$ cat src/rtl/universal_ring_register.sv
// Shift/rotate/Johnson register, free-running or as a counted burst; one step per edge.
// No backpressure: start is only honoured in IDLE and is dropped in RUN and DONE.
module universal_ring_register #(
  parameter int WIDTH = 5,
  parameter int CNTW  = 4
) (
  input  logic             clk,
  input  logic             rst,
  input  logic [2:0]       mode,
  input  logic             ser_in,
  input  logic [WIDTH-1:0] par_in,
  input  logic             start,
  input  logic [CNTW-1:0]  amount,
  output logic [WIDTH-1:0] q,
  output logic             ser_out,
  output logic             busy,
  output logic             done
);

  typedef enum logic [1:0] {IDLE, RUN, DONE} state_t;

  state_t           state_q, state_d;
  logic [WIDTH-1:0] q_q, q_d;
  logic [WIDTH-1:0] par_r_q, par_r_d;
  logic [2:0]       mode_r_q, mode_r_d;
  logic             ser_r_q, ser_r_d;
  logic [CNTW-1:0]  cnt_q, cnt_d;

  function automatic logic [WIDTH-1:0] step_f(
    input logic [2:0]       m,
    input logic [WIDTH-1:0] cur,
    input logic [WIDTH-1:0] par,
    input logic             ser
  );
    logic [WIDTH-1:0] r;
    r = cur;
    case (m)
      3'b001:  r = par;
      3'b010:  r = {cur[WIDTH-2:0], cur[WIDTH-1]};
      3'b011:  r = {cur[0], cur[WIDTH-1:1]};
      3'b100:  r = {cur[WIDTH-2:0], ser};
      3'b101:  r = {ser, cur[WIDTH-1:1]};
      3'b110:  r = {cur[WIDTH-2:0], ~cur[WIDTH-1]};
      default: r = cur;
    endcase
    return r;
  endfunction

  always_comb begin
    state_d  = state_q;
    q_d      = q_q;
    par_r_d  = par_r_q;
    mode_r_d = mode_r_q;
    ser_r_d  = ser_r_q;
    cnt_d    = cnt_q;
    case (state_q)
      IDLE: begin
        if (start) begin
          if (amount == '0) begin
            state_d = DONE;
          end else begin
            q_d = step_f(mode, q_q, par_in, ser_in);
            if (amount == CNTW'(1)) begin
              state_d = DONE;
            end else begin
              // Snapshot the operation so the burst is immune to input changes.
              mode_r_d = mode;
              par_r_d  = par_in;
              ser_r_d  = ser_in;
              cnt_d    = amount - CNTW'(1);
              state_d  = RUN;
            end
          end
        end else begin
          q_d = step_f(mode, q_q, par_in, ser_in);
        end
      end
      RUN: begin
        q_d   = step_f(mode_r_q, q_q, par_r_q, ser_r_q);
        cnt_d = cnt_q - CNTW'(1);
        if (cnt_q == CNTW'(1)) begin
          state_d = DONE;
        end
      end
      DONE: begin
        state_d = IDLE;
      end
      default: begin
        state_d = IDLE;
      end
    endcase
  end

  always_ff @(posedge clk or posedge rst) begin
    if (rst) begin
      state_q  <= IDLE;
      q_q      <= '0;
      par_r_q  <= '0;
      mode_r_q <= '0;
      ser_r_q  <= 1'b0;
      cnt_q    <= '0;
    end else begin
      state_q  <= state_d;
      q_q      <= q_d;
      par_r_q  <= par_r_d;
      mode_r_q <= mode_r_d;
      ser_r_q  <= ser_r_d;
      cnt_q    <= cnt_d;
    end
  end

  assign q       = q_q;
  assign ser_out = q_q[WIDTH-1];
  assign busy    = (state_q == RUN);
  assign done    = (state_q == DONE);

endmodule

$ cat config.mk
export PLATFORM = sky130hd
export DESIGN_NAME = universal_ring_register
export DESIGN_NICKNAME = d
export VERILOG_FILES = /design/src/rtl/universal_ring_register.sv
export SDC_FILE = /design/constraint.sdc
export NUM_CORES = 1
export LEC_CHECK = 0
export BUFFER_PORTS_ARGS = -buffer_cell sky130_fd_sc_hd__buf_2
export CAP_MARGIN = 30
export CELL_PAD_IN_SITES_DETAIL_PLACEMENT = 0
export CELL_PAD_IN_SITES_GLOBAL_PLACEMENT = 2
export CORE_MARGIN = 4
export CORE_UTILIZATION = 35
export DETAILED_ROUTE_END_ITERATION = 12
export GPL_ROUTABILITY_DRIVEN = 0
export PLACE_DENSITY_LB_ADDON = 0.1
export SLEW_MARGIN = 20
export SYNTH_ARGS = -nofsm -noshare
export SYNTH_HDL_FRONTEND = slang
export SYNTH_SLANG_ARGS = --single-unit
export TNS_END_PERCENT = 100
$ cat constraint.sdc
create_clock -name clk -period 2 [get_ports clk]
set_clock_uncertainty 0.2 [all_clocks]
set_input_delay 0.2 -clock clk [delete_from_list [all_inputs] [get_ports clk]]
set_output_delay 0.2 -clock clk [all_outputs]
set_load 0.01 [all_outputs]
==> flow_summary.toml, run 1 <==
[global_routing]
grt_max_degree = 21
track_usage = 0.156
grt_overflow = 0
grt_pass1_vias = 1312
grt_pass1_wl_um = 6600
antenna_found_initial = 0

[synthesis]
ys.flop_type = "dfrtp_1"
yosys.area.top_type_share = 0.322
syn_nets = 185
synthDistinctLibCells = 43
synth_top_cells_by_count = "dfrtp_1, nor3_1, nor2_1, mux2i_1, inv_1"
synth.most_common_cell = "dfrtp_1"
synthTopCellsByArea = "dfrtp_1, mux2i_1, mux2_2, nor3_1, mux2_1"
avgSynthCellArea_sq_um = 9.42
postSynthCellCount = 165
syn_area_sq_mm = 0.00155
yosysWarnings = 0
synth-edff-count = 0
yosysSeqAreaShare = 0.322
synth_area_leader_cell = "dfrtp_1"
async_flop_share = 1.00
synth_seq_cells = 20

[placed_design]
dp.cells = 244
placed_area_sq_mm = 0.00178
io_buffer_count = 23
dp_hpwl_um = 3160

[routing]
wire_per_inst_um = 16.3
vias = 1389
antenna_left = 0
viasPerCell = 5.53
drt_iter0_markers = 77
firstDrtPassIters = 4
wl_um = 4100
drc = 0

[finish]
n_antenna_cell = 0
final.fill_count = 418
final_nets = 222
fin_util = 0.453
area_growth_pct = 20.8
design_area_sq_mm = 0.00188
drive_gt1_frac = 0.308
instances_no_fill = 251

[clocking]
htree_levels = 1
cts_num_sinks = 20
cts_buffers = 3
clockBufferDepth = 2
cts_root_buffer = "clkbuf_8"
post_cts_buffers = 0
insertion_delay_ps = 260
cts_tree = "built"
clkTransAtPathRegs_ps = 80

[sta]
rsz0062_at_grt = "false"
max_freq_mhz = 540
setup_tns_ps = 0
min_period_over_period = 0.926
slew_headroom = 0.774
worst_pin_slew_ps = 335
drv_slew = 0
hold_viol_final = 0
finalSetupViolations = 0
post-route-min-period_ps = 1850
worst_hold_slack_ps = 12.6

[floorplan]
die_h_um = 74.6
rows = 23
io_pins = 24
core-area_sq_mm = 0.00414
die_area_sq_mm = 0.00557
start_util = 0.375
die_width_um = 74.6

[hold_path]
hp-class = "input pin to flip-flop"
hold_path_startpoint = "par_in[0]"
holdPathEnd = "par_r_q[0]"
hold_depth = 2

[power]
powerDensity_mw_per_mm2 = 1620
vdd_drop_max_v = 0.000554
p_leak_nw = 0.840

[setup_path]
rr_worst_depth = 6
worst_setup_path_end_kind = "flip-flop"
crit_arrival_ps = 1800
max_stage_delay_ps = 470
slowest_stage = "dfrtp_1"
cp.required_ps = 1950
crit_chain = "or2_1, nor2_1, nor3_1, a21oi_2, buf_4, mux2_2"
crit_type = "flip-flop to flip-flop"
crit_fanout = 7
reg2reg_to = "q[3]"
r2r-start = "mode_r_q[2]"
critPathLaunchType = "flip-flop"
rrSetupSlack_ps = 150

[run_status]
outcome = "complete, no violations"

[job]
maxCapViolations = 0
-- report_power, final --
part | internal, mW | switching (mW)
Sequential | 0.619 | 0.261
Clock | 0.267 | 0.143
Combinational | 0.904 | 0.846
Total | 1.79 | 1.25
-- sequential cells by signal (all words and copies together) (netlist names) --
register / flops
q: 5
par_r_q: 5
cnt_q: 4
state_q: 2
mode_r_q: 3
ser_r_q: 1
-- placed cells by master, fill, tap and decap left out, types with 2 or more instances in the layout --
cell type | Yosys | layout
inv_2 | 2 | 2
o22ai_1 | 3 | 3
mux2i_1 | 11 | 11
nor3b_1 | 5 | 5
a22o_1 | 3 | 3
a21oi_1 | 8 | 8
nor2b_1 | 2 | 2
xnor2_1 | 4 | 4
mux2_1 | 5 | 5
nand2_1 | 6 | 6
nor2_1 | 14 | 14
inv_1 | 10 | 10
a32o_1 | 2 | 2
nor3_1 | 15 | 15
buf_4 | 2 | 17
a31oi_1 | 3 | 3
ha_1 | 4 | 4
a2111oi_2 | 2 | 2
dfrtp_1 | 20 | 20
clkbuf_8 | 0 | 3
buf_2 | 4 | 23
dlygate4sd3_1 | 0 | 3
mux2_2 | 8 | 8
o21ai_0 | 8 | 8
-- through the flow --
step                power, mW  setup slack [ps]
floorplan                2.07               262
global placement         2.59               108
detailed placement       2.63              52.4
global route             3.29              51.4
CTS                      3.06               125
finish                   3.04               149
-- how the worst max path moves through the flow --
stage	from	to
global placement	amount[0]	par_r_q[4]
CTS	mode_r_q[2]	q[3]
detailed placement	amount[0]	mode_r_q[2]
finish	mode_r_q[2]	q[3]
global route	mode_r_q[2]	q[3]
floorplan	amount[0]	par_r_q[1]
-- layer usage --
| metal | track usage | wire [um] | vias up | part of all wire |
|---|---|---|---|---|
| li1 | - | - | 677 | - |
| met1 | 0.194 | 1840 | 661 | 0.45 |
| met2 | 0.285 | 2060 | 39 | 0.50 |
| met3 | 0.0120 | 129 | 12 | 0.032 |
| met4 | 0.0534 | 72 | 0 | 0.018 |
| met5 | 0 | 0 | - | 0 |
-- repair_timing --
| item | 4_1_cts | 5_1_grt |
|---|---|---|
| endpoints found under the hold margin | 22 | 0 |
| endpoints found under the setup margin | 0 | 0 |
| resized for setup | 0 | 0 |
| hold buffers | 3 | 0 |
-- cell families (layout without fill, tap and decap cells) --
kind of cell,Yosys count,after routing,synth area share
multiplexers,24,24,0.165
flip-flops,20,20,0.322
AO/OA/AOI/OAI,41,41,0.205
AND/OR/NAND/NOR,49,49,0.170
adder cells (fa/ha/maj),4,4,0.0322
buffers and inverters,23,59,0.0829
XOR/XNOR,4,4,0.0225
-- cell type report --
class / instances / area (sq um) / area share
multi-input combinational: 122 / 925 / 0.493
sequential: 20 / 500 / 0.267
timing repair buffer: 43 / 273 / 0.145
tap: 50 / 62.6 / 0.0333
inverter: 12 / 45.0 / 0.0240
clock buffer: 3 / 41.3 / 0.0220
clock inverter: 1 / 30.0 / 0.0160
-- worst max-delay path, delay by kind of cell, from the launching register on --
| family | cells | cell delay (ps) |
|---|---|---|
| DFF | 1 | 470 |
| and+or+nand+nor | 3 | 430 |
| muxes | 1 | 320 |
| AOI/OAI and AO/OA | 1 | 170 |
| buffers and inverters | 1 | 160 |
(Power assumes the default switching activity.)
==> run 2: changes to the inputs <==
--- a/config.mk
+++ b/config.mk
@@ -14,6 +14,7 @@
 export DETAILED_ROUTE_END_ITERATION = 12
 export GPL_ROUTABILITY_DRIVEN = 0
 export PLACE_DENSITY_LB_ADDON = 0.1
+export REMOVE_ABC_BUFFERS = 1
 export SLEW_MARGIN = 20
 export SYNTH_ARGS = -nofsm -noshare
 export SYNTH_HDL_FRONTEND = slang
==> flow_summary.toml, run 2 (synthesis gave the netlist of run 1 again) <==
[finish]
final_common_cell = "buf_2"
final.fill_count = 436
final_nets = 221
area_growth_pct = 19.4
final_cell_mix = "buf_2, dfrtp_1, nor3_1, buf_4, nor2_1"
fin_util = 0.448
drive_gt1_frac = 0.300
instances_no_fill = 250
design_area_sq_mm = 0.00186
n_antenna_cell = 0

[routing]
antenna_left = 0
drc = 0
firstDrtPassIters = 4
wl_um = 4210
viasPerCell = 5.44
wire_per_inst_um = 16.8
drt_iter0_markers = 84
vias = 1360

[sta]
rsz0062_at_grt = "false"
slew_headroom = 0.786
drv_slew = 0
setup_tns_ps = 0
worst_pin_slew_ps = 320
finalSetupViolations = 0
post-route-min-period_ps = 1770
worst_hold_slack_ps = 9.61
min_period_over_period = 0.885
hold_viol_final = 0
final.setup.worst_slack_ps = 230
max_freq_mhz = 565

[setup_path]
worst_setup_path_end_kind = "flip-flop"
slowest_stage = "dfrtp_1"
rrSetupSlack_ps = 230
crit_type = "flip-flop to flip-flop"
crit_chain = "and3_1, nor3_1, a21oi_2, buf_4, mux2_2"
crit_arrival_ps = 1720
max_stage_delay_ps = 520
critPathLaunchType = "flip-flop"
crit_fanout = 9
rr_worst_depth = 5
cp.required_ps = 1950

[global_routing]
grt_max_degree = 21
top_usage_layer = "met2"
track_usage = 0.166
antenna_found_initial = 0
grt_pass1_vias = 1374
globalRouteMet1Util = 0.251
met2_usage = 0.252
use_met3 = 0.0294
grt_overflow = 0
grt_pass1_wl_um = 7090

[floorplan]
die_h_um = 74.6
die_width_um = 74.6
start_util = 0.375
die_area_sq_mm = 0.00557
io_pins = 24
core-area_sq_mm = 0.00414
rows = 23

[power]
vdd_drop_max_v = 0.000646
p_leak_nw = 0.828
powerDensity_mw_per_mm2 = 1570
power.total_mw = 2.90

[clocking]
cts_tree = "built"
insertion_delay_ps = 260
clkTransAtPathRegs_ps = 80
cts_root_buffer = "clkbuf_8"
post_cts_buffers = 0
clockBufferDepth = 2
cts-resized-gates = 0
cts_buffers = 3
cts_num_sinks = 20
htree_levels = 1

[job]
maxCapViolations = 0

[hold_path]
hp-class = "input pin to flip-flop"
hold_depth = 2

[placed_design]
dp_hpwl_um = 3170
dp_slack_ps = 31.5
dp.cells = 242
placed_area_sq_mm = 0.00176
io_buffer_count = 23

[run_status]
outcome = "complete, no violations"
[run 2: power breakdown]
part           total [mW]  internal, mW  switching, mW
Sequential          0.871         0.619          0.252
Combinational        1.72         0.870          0.845
Clock               0.318         0.176          0.143
Total                2.90          1.66           1.24
[run 2: cell type report]
class | instances | area [sq um] | area share
inverter | 12 | 45.0 | 0.0243
timing repair buffer | 42 | 268 | 0.144
tap | 50 | 62.6 | 0.0337
sequential | 20 | 500 | 0.270
multi-input combinational | 122 | 925 | 0.498
clock buffer | 4 | 55.1 | 0.0297
[run 2: metal layers]
metal / vias to the layer above / wire, um
met5: - / 0
li1: 677 / -
met4: 0 / 45
met2: 35 / 1810
met1: 641 / 2120
met3: 7 / 229
[run 2: repair_timing]
action / in CTS / in global routing
setup endpoints to repair: 0 / 0
hold buffers: 4 / 0
hold endpoints to repair: 23 / 0
[run 2: worst paths after layout]
kind | from | end
max | mode_r_q[0] | q[0]
max reg2reg | mode_r_q[0] | q[0]
min in group asynchronous | rst | cnt_q[1]
min | par_in[1] | par_r_q[1]
min reg2reg | state_q[1] | state_q[1]
max in group asynchronous | rst | q[0]
[run 2: critical path: cells and delay by family, from the launching register on]
kind                   cells  cell delay [ps]
AND/OR/NAND/NOR            2              330
buffers and inverters      1              170
flip-flops                 1              520
multiplexers               1              340
AO/OA/AOI/OAI              1               90
